<file path="src/rtl/bp_fe_bht_update_queue.sv">
// In-order queue of in-flight branch predictions feeding BHT updates.
// A resolve pops the head and issues a registered update one cycle later.
module bp_fe_bht_update_queue #(
  parameter int bht_idx_width_p = 4,
  parameter int els_p = 8,
  localparam int ptr_width_lp = $clog2(els_p),
  localparam int cnt_width_lp = $clog2(els_p + 1)
) (
  input  logic                       clk_i,
  input  logic                       reset_i,
  input  logic                       enq_v_i,
  input  logic [bht_idx_width_p-1:0] enq_idx_i,
  input  logic                       enq_pred_i,
  output logic                       enq_ready_o,
  input  logic                       resolve_v_i,
  input  logic                       resolve_taken_i,
  input  logic                       flush_i,
  output logic                       w_v_o,
  output logic [bht_idx_width_p-1:0] idx_w_o,
  output logic                       correct_o,
  output logic [cnt_width_lp-1:0]    count_o,
  output logic                       empty_o,
  output logic                       full_o,
  output logic                       underflow_o
);

  typedef struct packed {
    logic [bht_idx_width_p-1:0] idx;
    logic                       pred;
  } entry_t;

  entry_t                  mem [els_p];
  logic [ptr_width_lp-1:0] rd_ptr;
  logic [ptr_width_lp-1:0] wr_ptr;
  logic [ptr_width_lp-1:0] rd_ptr_next;
  logic [cnt_width_lp-1:0] count;
  logic                    enq_fire;
  logic                    deq_fire;
  entry_t                  head;

  assign count_o     = count;
  assign empty_o     = (count == '0);
  assign full_o      = (count == cnt_width_lp'(els_p));
  assign enq_ready_o = ~full_o;

  assign enq_fire    = enq_v_i & enq_ready_o & ~flush_i;
  assign deq_fire    = resolve_v_i & ~empty_o;
  assign rd_ptr_next = rd_ptr + ptr_width_lp'(deq_fire);
  assign head        = mem[rd_ptr];

  // Payload storage carries no reset; count alone defines validity.
  always_ff @(posedge clk_i) begin
    if (enq_fire)
      mem[wr_ptr] <= {enq_idx_i, enq_pred_i};
  end

  always_ff @(posedge clk_i) begin
    if (reset_i) begin
      rd_ptr      <= '0;
      wr_ptr      <= '0;
      count       <= '0;
      w_v_o       <= 1'b0;
      idx_w_o     <= '0;
      correct_o   <= 1'b0;
      underflow_o <= 1'b0;
    end else begin
      rd_ptr <= rd_ptr_next;
      w_v_o  <= deq_fire;
      if (flush_i) begin
        wr_ptr <= rd_ptr_next;
        count  <= '0;
      end else begin
        wr_ptr <= wr_ptr + ptr_width_lp'(enq_fire);
        count  <= count + cnt_width_lp'(enq_fire)
                        - cnt_width_lp'(deq_fire);
      end
      if (deq_fire) begin
        idx_w_o   <= head.idx;
        correct_o <= (head.pred == resolve_taken_i);
      end
      if (resolve_v_i & empty_o)
        underflow_o <= 1'b1;
    end
  end

endmodule

</file>
<file path="config.mk">
export PLATFORM = sky130hd
export DESIGN_NAME = bp_fe_bht_update_queue
export DESIGN_NICKNAME = d
export VERILOG_FILES = /design/src/rtl/bp_fe_bht_update_queue.sv
export SDC_FILE = /design/constraint.sdc
export NUM_CORES = 1
export LEC_CHECK = 0
export CAP_MARGIN = 20
export CORE_MARGIN = 2
export CORE_UTILIZATION = 55
export CTS_BUF_LIST = sky130_fd_sc_hd__clkbuf_4 sky130_fd_sc_hd__clkbuf_8 sky130_fd_sc_hd__clkbuf_16
export CTS_CLUSTER_SIZE = 40
export DETAILED_ROUTE_END_ITERATION = 16
export MAX_ROUTING_LAYER = met4
export PLACE_DENSITY = 0.87
export SLEW_MARGIN = 40
export SYNTH_ARGS = -nofsm -noshare
export SYNTH_HDL_FRONTEND = slang
export SYNTH_SLANG_ARGS = --single-unit
</file>
<file path="constraint.sdc">
create_clock -name clk_i -period 3.25 [get_ports clk_i]
set_input_delay 0.325 -clock clk_i [delete_from_list [all_inputs] [get_ports clk_i]]
set_output_delay 0.325 -clock clk_i [all_outputs]
set_load 0.05 [all_outputs]
</file>
==> qor.yml, run 1 <==
worst_setup_path:
  crit_end: "count_o[2]"
  critPathMaxFanout: 4
  timing.setup.critical_path_class: "register to register"
  timing.reg2reg.setup_slack_ns: 0.68
  worstSetupStartpointType: "register"
  reg_to_reg_startpoint: "count_o[2]"
  crit_required_ns: 3.46
  critPathCaptureType: "register"
  worstSetupStartpoint: "count_o[2]"
  reg2regPathDepth: 12
  worst-endpoint-arrival_ns: 2.77
  r2r_end: "count_o[2]"
grt:
  grt_pass1_wl_um: 7010
  grt_pass1_vias: 1352
  grt.overflow.total: 0
  pin_count_of_the_biggest_net_entering_global_routing: 16
  antenna_found_initial: 0
  grt_usage_pct: 20.5
finish:
  final_cells: 234
  syn_to_final_growth_pct: 21.3
  antennaDiodeCount: 0
  fill_cells: 261
  num-nets-final: 201
  drive_gt1_share_pct: 13.0
synthesis:
  synthesis.nets: 169
  synth_cells: 147
  share_of_synthesized_area_occupied_by_flip_flops_and_latches_pct: 65.6
  netlist.area_leader.share_pct: 51.1
  number_of_synthesized_flops_with_an_enable_pin: 40
  post_synthesis_average_cell_area_um2: 16.0
  synth_most_common_cell: "sky130_fd_sc_hd__edfxtp_1"
  synth.yosys.warnings: 0
  ys_ff_latch: 57
  synthFlopType: "sky130_fd_sc_hd__edfxtp_1"
  yosys.cell_types.count: 25
  yosys.area.top_type: "sky130_fd_sc_hd__edfxtp_1"
  syn-cell-area_um2: 2350
  synth_common_cells: "40 x sky130_fd_sc_hd__edfxtp_1, 17 x sky130_fd_sc_hd__dfxtp_1, 17 x sky130_fd_sc_hd__nor2_1, 10 x sky130_fd_sc_hd__ha_1, 8 x sky130_fd_sc_hd__mux4_1"
  synth-async-reset-ratio_pct: 0
  synth.area.top_cells: "sky130_fd_sc_hd__edfxtp_1 51%, sky130_fd_sc_hd__dfxtp_1 14%, sky130_fd_sc_hd__mux4_1 9.0%"
sta:
  grt_setup_unrepaired: "no"
  slew_worst_pin_ns: 0.607
  timing.slew.headroom_pct: 59.4
  final_min_period_over_clock_period_pct: 79.0
  final.setup.tns_ns: 0
  finalWorstSetupSlack_ns: 0.683
  worst_clock_skew_ns: 0.00731
  timing.final.max_slew_violations: 0
  final_hold_viol_count: 0
  final_period_minus_worst_setup_slack_ns: 2.57
  report.final.setup_viol: 0
  clock.fmax_mhz: 390
placed_design:
  dp_worst_setup_slack_ns: 0.569
  post-place-cells: 218
  portBuffers: 24
  estimated_wirelength_of_the_detail_placed_design_um: 2750
  replace_congestion: 0.794
floorplanning:
  num_io_pins: 25
  core_area_um2: 4060
  fp.dieW_um: 69.3
  floorplan.initialDensity_pct: 57.9
  die_height_um: 69.3
  floorplan.die_area_um2: 4810
  std_cell_rows: 23
clock_network:
  cts.clk_slew.worst_paths_ns: 0.07
  ctsHoldBuffers: 0
  clock_sink_count: 57
  cts_inserted_buffers: 9
  clockBufferDepth: 2
  cts_htree_levels: 3
  post_cts.repair.setup_buffers: 0
  cts_repair_resize_count: 0
  cts_root_buf: "sky130_fd_sc_hd__clkbuf_8"
  clock_insertion_delay_worst_skew_ns: 0.34
  tritoncts_clock_tree: "yes"
route:
  antenna_violating_nets_post_route: 0
  post_drt_via_cell_ratio: 5.64
  drt-total-wl_um: 4260
  dr.pass1.iters: 5
  avgRoutedWirePerCell_um: 18.2
  drt_drc_violations_left: 0
  vias: 1320
  first_iter_violations: 140
power_and_ir_drop:
  cellLeakagePower_nw: 0.986
  max_rail_drop_vdd_v: 0.000462
  pwr_total_mw: 2.04
  power.density_cell_area_nw_per_um2: 715
job:
  maxCapViolCount: 0
run_status:
  status: "completed"
min_path:
  timing.hold.worst.class: "register to register"
==> worst min path at each step <==
| stage | start | to | slack, ns | depth (start not counted) |
|---|---|---|---|---|
| finish | underflow_o | underflow_o | 0.47 | 2 |
| global route | underflow_o | underflow_o | 0.51 | 2 |
| CTS | underflow_o | underflow_o | 0.47 | 2 |
| detailed placement | underflow_o | underflow_o | 0.46 | 2 |
| global placement | underflow_o | underflow_o | 0.45 | 2 |
| floorplan | reset_i | rd_ptr[0] | 0.40 | 1 |
==> registers in the layout, summed over array words and instances, names as in the netlist <==
register and count:
wr_ptr 3, count_o 4, underflow_o 1, w_v_o 1, rd_ptr 3, correct_o 1
idx_w_o 4, mem 40
==> logic make-up (layout without fill, tap and decap cells) <==
group / after synthesis / after routing / share of synthesized area [%]
flops: 57 / 57 / 65.6
simple gates: 35 / 35 / 7.09
mux: 17 / 17 / 13.9
buf+inv: 13 / 50 / 2.45
fa+ha+maj: 11 / 11 / 6.18
compound gates: 9 / 9 / 2.93
xor+xnor: 5 / 5 / 1.86
==> worst max-delay path: stages (launching register included) <==
cell                         delay, ns
sky130_fd_sc_hd__dfxtp_1          0.35
sky130_fd_sc_hd__inv_1            0.08
sky130_fd_sc_hd__ha_1             0.21
sky130_fd_sc_hd__nand2_2          0.08
sky130_fd_sc_hd__clkinvlp_4       0.09
sky130_fd_sc_hd__nor3b_1          0.37
sky130_fd_sc_hd__inv_1            0.09
sky130_fd_sc_hd__ha_1             0.29
sky130_fd_sc_hd__inv_1            0.04
sky130_fd_sc_hd__ha_1             0.19
sky130_fd_sc_hd__fa_1             0.38
sky130_fd_sc_hd__xnor2_1          0.20
sky130_fd_sc_hd__nor3_1           0.07
==> where the power goes <==
group          leakage, nW  switching [mW]  total, mW  internal (mW)
logic                0.397           0.302      0.520          0.218
registers            0.500          0.0471      0.876          0.829
clock network       0.0893           0.289      0.641          0.352
==> cell type report <==
| class | count | area, um2 | area share, % |
|---|---|---|---|
| clock buffer | 9 | 124 | 4.35 |
| tap | 50 | 62.6 | 2.20 |
| clock inverter | 7 | 70.1 | 2.46 |
| multi-input combinational | 77 | 757 | 26.6 |
| sequential | 57 | 1540 | 54.1 |
| timing repair buffer | 27 | 263 | 9.23 |
| inverter | 7 | 30.0 | 1.05 |
==> placed cells by master, fill, tap and decap left out <==
| cell | synthesis | layout |
|---|---|---|
| sky130_fd_sc_hd__inv_6 | 0 | 1 |
| sky130_fd_sc_hd__a21oi_1 | 2 | 2 |
| sky130_fd_sc_hd__mux4_1 | 8 | 8 |
| sky130_fd_sc_hd__clkinv_2 | 0 | 1 |
| sky130_fd_sc_hd__nor2b_1 | 4 | 4 |
| sky130_fd_sc_hd__and2_1 | 2 | 2 |
| sky130_fd_sc_hd__bufinv_16 | 0 | 1 |
| sky130_fd_sc_hd__nor3b_2 | 0 | 1 |
| sky130_fd_sc_hd__a211oi_2 | 1 | 1 |
| sky130_fd_sc_hd__nor3b_1 | 2 | 1 |
| sky130_fd_sc_hd__nand2_1 | 3 | 2 |
| sky130_fd_sc_hd__xor2_1 | 1 | 1 |
| sky130_fd_sc_hd__clkbuf_8 | 0 | 9 |
| sky130_fd_sc_hd__ha_1 | 10 | 10 |
| sky130_fd_sc_hd__mux2i_1 | 7 | 7 |
| sky130_fd_sc_hd__clkinv_1 | 0 | 1 |
| sky130_fd_sc_hd__fa_1 | 1 | 1 |
| sky130_fd_sc_hd__nor2_1 | 17 | 17 |
| sky130_fd_sc_hd__buf_4 | 0 | 3 |
| sky130_fd_sc_hd__mux4_2 | 2 | 2 |
| sky130_fd_sc_hd__clkdlybuf4s50_1 | 0 | 24 |
| sky130_fd_sc_hd__xnor2_1 | 4 | 4 |
| sky130_fd_sc_hd__nor3_1 | 4 | 4 |
| sky130_fd_sc_hd__a21o_1 | 1 | 1 |
| sky130_fd_sc_hd__edfxtp_1 | 40 | 40 |
| sky130_fd_sc_hd__clkinvlp_4 | 0 | 4 |
| sky130_fd_sc_hd__inv_1 | 7 | 6 |
| sky130_fd_sc_hd__o22a_1 | 1 | 1 |
| sky130_fd_sc_hd__nand2b_1 | 3 | 3 |
| sky130_fd_sc_hd__dfxtp_1 | 17 | 17 |
| sky130_fd_sc_hd__nand2_2 | 0 | 1 |
| sky130_fd_sc_hd__a211oi_1 | 4 | 4 |
==> per-layer routing <==
metal | vias up | GRT usage [%] | wire length (um) | part of all wire [%]
li1 | 619 | - | - | -
met1 | 637 | 25.5 | 1820 | 43
met2 | 55 | 31.1 | 2120 | 50
met3 | 9 | 7.27 | 248 | 5.8
met4 | 0 | 8.28 | 70 | 1.6
met5 | - | - | 0 | 0
==> metrics by stage <==
step | util [%] | hold slack [ns] | cell area, um2
global placement | 65.4 | 0.451 | 2650
global route | 70.2 | 0.512 | 2850
detailed placement | 65.4 | 0.459 | 2650
floorplan | - | 0.397 | 2360
CTS | 70.2 | 0.473 | 2850
finish | 70.2 | 0.468 | 2850
(Power assumes the default switching activity.)
==> run 2, diff against run 1 <==
Settings changed: CORE_UTILIZATION 55 to 50, PLACE_DENSITY 0.87 to 0.84.
Clock period 3.25 ns to 2.05 ns, I/O delays scaled along.
==> qor.yml, run 2 (synthesis gave the netlist of run 1 again) <==
clock_network:
  cts_htree_levels: 3
  clockBufferDepth: 2
  clock_sink_count: 57
  cts_root_buf: "sky130_fd_sc_hd__clkbuf_8"
  clock_insertion_delay_worst_skew_ns: 0.33
  cts_inserted_buffers: 9
  tritoncts_clock_tree: "yes"
  cts.clk_slew.worst_paths_ns: 0.07
sta:
  final_hold_viol_count: 0
  grt_setup_unrepaired: "yes"
  final.setup.tns_ns: -0.200
  final_period_minus_worst_setup_slack_ns: 2.14
  clock.fmax_mhz: 468
  slew_worst_pin_ns: 0.521
  report.final.setup_viol: 3
  timing.final.max_slew_violations: 0
  timing.slew.headroom_pct: 65.2
  finalWorstSetupSlack_ns: -0.0852
  worst_clock_skew_ns: 0.0132
  final_min_period_over_clock_period_pct: 104
placed_design:
  estimated_wirelength_of_the_detail_placed_design_um: 3180
  portBuffers: 24
  detailed_place.area_um2: 2890
  replace_congestion: 0.729
  post-place-cells: 227
  dp_worst_setup_slack_ns: -0.102
finish:
  antennaDiodeCount: 0
  final_cells: 249
  top_register: "mem"
  largest_reg_flops: 40
  layout_common_cells: "40 x sky130_fd_sc_hd__edfxtp_1, 22 x sky130_fd_sc_hd__clkdlybuf4s50_1, 17 x sky130_fd_sc_hd__buf_4, 13 x sky130_fd_sc_hd__dfxtp_1, 11 x sky130_fd_sc_hd__nor2_1"
  fill_cells: 290
  final_common_cell: "sky130_fd_sc_hd__edfxtp_1"
  syn_to_final_growth_pct: 35.9
  drive_gt1_share_pct: 36.5
  num-nets-final: 214
  design_area_um2: 3190
grt:
  grt.overflow.total: 0
  antenna_found_initial: 0
  grt_pass1_wl_um: 7060
  grt_pass1_vias: 1417
  grt_usage_pct: 19.9
  pin_count_of_the_biggest_net_entering_global_routing: 13
floorplanning:
  std_cell_rows: 24
  num_io_pins: 25
  floorplan.initialDensity_pct: 52.8
  floorplan.die_area_um2: 5260
  fp.dieW_um: 72.5
  die_height_um: 72.5
  core_area_um2: 4440
worst_setup_path:
  worstSetupStartpointType: "register"
  reg_to_reg_startpoint: "count_o[2]"
  timing.reg2reg.setup_slack_ns: -0.09
  crit_chain: "inv_4 > ha_4 > nand2_8 > clkinvlp_4 > nor3b_4 > inv_2 > ha_4 > inv_2 > ha_4 > fa_2 > xnor2_2 > nor3_1"
  r2r_end: "count_o[2]"
  crit_end: "count_o[2]"
  cp_common_cell: "sky130_fd_sc_hd__ha_4"
  worst-endpoint-arrival_ns: 2.39
  critical-path-slowest-cell: "sky130_fd_sc_hd__dfxtp_4"
  critPathCaptureType: "register"
  worstSetupStartpoint: "count_o[2]"
  reg2regPathDepth: 12
  crit_required_ns: 2.30
  critPathMaxStageDelay_ns: 0.36
  timing.setup.critical_path_class: "register to register"
  critPathMaxFanout: 2
power_and_ir_drop:
  power.density_cell_area_nw_per_um2: 1080
  max_rail_drop_vdd_v: 0.00101
  pwr_total_mw: 3.45
  cellLeakagePower_nw: 1.10
route:
  first_iter_violations: 21
  drt_drc_violations_left: 0
  antenna_violating_nets_post_route: 0
  avgRoutedWirePerCell_um: 18.0
  drt-total-wl_um: 4490
  vias: 1357
  post_drt_via_cell_ratio: 5.45
  dr.pass1.iters: 4
run_status:
  failed_checks: "setup timing"
  status: "finished, violations left"
min_path:
  hold_path_startpoint: "underflow_o"
  timing.hold.worst.class: "register to register"
job:
  maxCapViolCount: 0
[run 2: changes by cell type in the layout (fill, tap and decap cells not counted), sizes merged]
| cell | change |
|---|---|
| clkbuf | +4 |
| inv | -1 |
| clkdlybuf4s50 | -2 |
| buf | +15 |
| clkinvlp | -3 |
[run 2: where the power goes]
| part | total, mW | internal (mW) | leakage, nW | switching [mW] |
|---|---|---|---|---|
| logic | 1.03 | 0.464 | 0.491 | 0.570 |
| clock network | 1.03 | 0.631 | 0.108 | 0.400 |
| registers | 1.39 | 1.32 | 0.503 | 0.0688 |
[run 2: final cells by class]
class	instances	area (um2)	share of cell area, %
Tap cell	52	65.1	2.04
Timing Repair Buffer	40	359	11.3
Sequential cell	57	1560	48.8
Clock inverter	3	40.0	1.25
Inverter	7	32.5	1.02
Multi-Input combinational cell	77	977	30.6
Clock buffer	13	160	5.02
[run 2: what timing repair did]
item	in CTS	in global routing
hold endpoints to repair	0	0
pin swaps	3	2
setup buffers	5	2
endpoints found under the setup margin	14	14
hold buffers	0	0
resized for setup	5	4
[run 2: stage by stage]
stage | hold slack (ns) | utilization [%]
5_1_grt | 0.511 | 71.8
4_1_cts | 0.508 | 71.0
6_report | 0.503 | 71.8
3_5_place_dp | 0.470 | 65.1
3_3_place_gp | 0.453 | 65.1
2_1_floorplan | 0.277 | -
[run 2: per-layer routing]
layer / GRT usage, % / share of wire (%) / vias to the layer above
li1: - / - / 643
met1: 20.1 / 38 / 677
met2: 35.2 / 56 / 30
met3: 7.92 / 5.3 / 7
met4: 6.17 / 1.1 / 0
met5: - / 0 / -
[run 2: worst max-delay path, delay by kind of cell (launching register included)]
| kind | cells | cell delay, ns |
|---|---|---|
| xor gates and xnor gates | 1 | 0.14 |
| buffers and inverters | 4 | 0.24 |
| DFF | 1 | 0.36 |
| and+or+nand+nor | 3 | 0.39 |
| adders and majority gates | 4 | 0.93 |
[run 2: worst min-delay path by stage]
stage                     cells after the start     endpoint  slack [ns]
final                                         2  underflow_o        0.50
after global placement                        2  underflow_o        0.45
after floorplan                               1    rd_ptr[0]        0.28
after global routing                          2  underflow_o        0.51
after CTS                                     2  underflow_o        0.51
after detailed placement                      2  underflow_o        0.47
==> run 3, diff against run 2 <==
Settings changed: TNS_END_PERCENT set to 30.
==> qor.yml, run 3 (synthesis gave the netlist of run 1 again) <==
floorplanning:
  floorplan.die_area_um2: 5260
  floorplan.initialDensity_pct: 52.8
  num_io_pins: 25
  fp.dieW_um: 72.5
  core_area_um2: 4440
  die_height_um: 72.5
  std_cell_rows: 24
finish:
  largest_reg_flops: 40
  final_common_cell: "sky130_fd_sc_hd__edfxtp_1"
  final_cells: 254
  fill_cells: 298
  drive_gt1_share_pct: 33.2
  top_register: "mem"
  layout_common_cells: "40 x sky130_fd_sc_hd__edfxtp_1, 23 x sky130_fd_sc_hd__buf_4, 22 x sky130_fd_sc_hd__clkdlybuf4s50_1, 15 x sky130_fd_sc_hd__nor2_1, 13 x sky130_fd_sc_hd__dfxtp_1"
  antennaDiodeCount: 0
  num-nets-final: 219
  syn_to_final_growth_pct: 34.2
sta:
  worst_clock_skew_ns: 0.00710
  final_min_period_over_clock_period_pct: 103
  clock.fmax_mhz: 474
  timing.final.max_slew_violations: 0
  finalWorstSetupSlack_ns: -0.0609
  grt_setup_unrepaired: "yes"
  report.final.setup_viol: 3
  final_hold_viol_count: 0
  timing.slew.headroom_pct: 63.5
  final.setup.tns_ns: -0.136
  final_period_minus_worst_setup_slack_ns: 2.11
  slew_worst_pin_ns: 0.547
clock_network:
  cts_htree_levels: 3
  post_cts.repair.setup_buffers: 0
  cts.clk_slew.worst_paths_ns: 0.06
  ctsHoldBuffers: 0
  clock_sink_count: 57
  clockBufferDepth: 2
  tritoncts_clock_tree: "yes"
  cts_inserted_buffers: 9
  clock_insertion_delay_worst_skew_ns: 0.33
  cts_root_buf: "sky130_fd_sc_hd__clkbuf_8"
power_and_ir_drop:
  power.sequential.fraction_pct: 40.6
  internal_power_mw: 2.39
  share_clk_of_total_power_pct: 30.9
  cellLeakagePower_nw: 1.11
  proportion_of_power_drawn_by_combinational_gates_pct: 28.5
  power.density_cell_area_nw_per_um2: 1080
  max_rail_drop_vdd_v: 0.000617
  switching_fraction_pct: 29.7
  power_switching_mw: 1.01
worst_setup_path:
  timing.setup.critical_path_class: "register to register"
  timing.reg2reg.setup_slack_ns: -0.06
  worst-endpoint-arrival_ns: 2.38
  crit_chain: "inv_4 > ha_4 > nand2_8 > clkinvlp_4 > nor3b_4 > inv_2 > ha_4 > inv_2 > ha_4 > fa_2 > and2_1"
  critPathMaxFanout: 2
  worst-path-buf-inv: 4
  critPathMaxStageDelay_ns: 0.51
  critical-path-slowest-cell: "sky130_fd_sc_hd__fa_2"
  worstSetupStartpointType: "register"
  critPathCaptureType: "register"
  cp_common_cell: "sky130_fd_sc_hd__ha_4"
  crit_required_ns: 2.32
  crit_family: "adder cells"
min_path:
  timing.hold.worst.class: "register to register"
route:
  vias: 1375
  avgRoutedWirePerCell_um: 17.5
  drt-total-wl_um: 4440
  dr.pass1.iters: 4
  post_drt_via_cell_ratio: 5.41
  drt_drc_violations_left: 0
  first_iter_violations: 72
  antenna_violating_nets_post_route: 0
placed_design:
  replace_congestion: 0.754
  portBuffers: 24
  estimated_wirelength_of_the_detail_placed_design_um: 3250
  post-place-cells: 238
  dp_worst_setup_slack_ns: -0.0847
grt:
  antenna_found_initial: 0
  grt_usage_pct: 19.9
  grt_pass1_wl_um: 7100
  grt_pass1_vias: 1455
  pin_count_of_the_biggest_net_entering_global_routing: 13
  grt.overflow.total: 0
job:
  maxCapViolCount: 0
run_status:
  failed_checks: "setup timing"
  status: "finished, violations left"
## run 3: area by class of cell
type,instances,area [um2],area share (%)
Clock buffer,13,166,5.28
Tap cell,52,65.1,2.06
Timing Repair Buffer,45,393,12.5
Sequential cell,57,1560,49.4
Clock inverter,3,38.8,1.23
Inverter,7,32.5,1.03
Multi-Input combinational cell,77,900,28.5
## run 3: path summary, 6_finish.rpt
path                from     endpoint  depth (start not counted)
max           count_o[2]   count_o[1]                         11
min          underflow_o  underflow_o                          2
min reg2reg  underflow_o  underflow_o                          2
max reg2reg   count_o[2]   count_o[1]                         11
## run 3: timing repair
item	in CTS	in global routing
gates resized for setup	0	2
endpoints found under the setup margin	3	11
pin swaps	1	0
endpoints found under the hold margin	0	0
## run 3: power groups by stage
stage	combinational (mW)	sequential, mW	clock [mW]
finish	0.970	1.38	1.05
global route	1.03	1.39	1.12
CTS	0.979	1.38	1.07
detailed placement	0.975	1.41	0
global placement	0.939	1.40	0
floorplan	0.549	1.56	0
## run 3: metrics by stage
step	hold WS (ns)	utilization, %	cell area [um2]	power [mW]
CTS	0.497	70.8	3150	3.44
floorplan	0.277	-	2520	2.11
global placement	0.454	66.2	2940	2.34
finish	0.504	70.9	3150	3.40
detailed placement	0.503	66.2	2940	2.38
global route	0.520	70.9	3150	3.55
## run 3: routing by layer
metal  GRT usage (%)  part of all wire [%]  up-vias
met5               -                     0        -
met4            6.79                   1.2        0
met3            8.75                   9.2        7
met2            32.3                    52       59
met1            21.8                    38      658
li1                -                     -      651
## run 3: worst min-delay path: stages, from the launching register on
cell                      delay (ns)
sky130_fd_sc_hd__dfxtp_1        0.33
sky130_fd_sc_hd__a21oi_1        0.05
sky130_fd_sc_hd__nor2_1         0.08
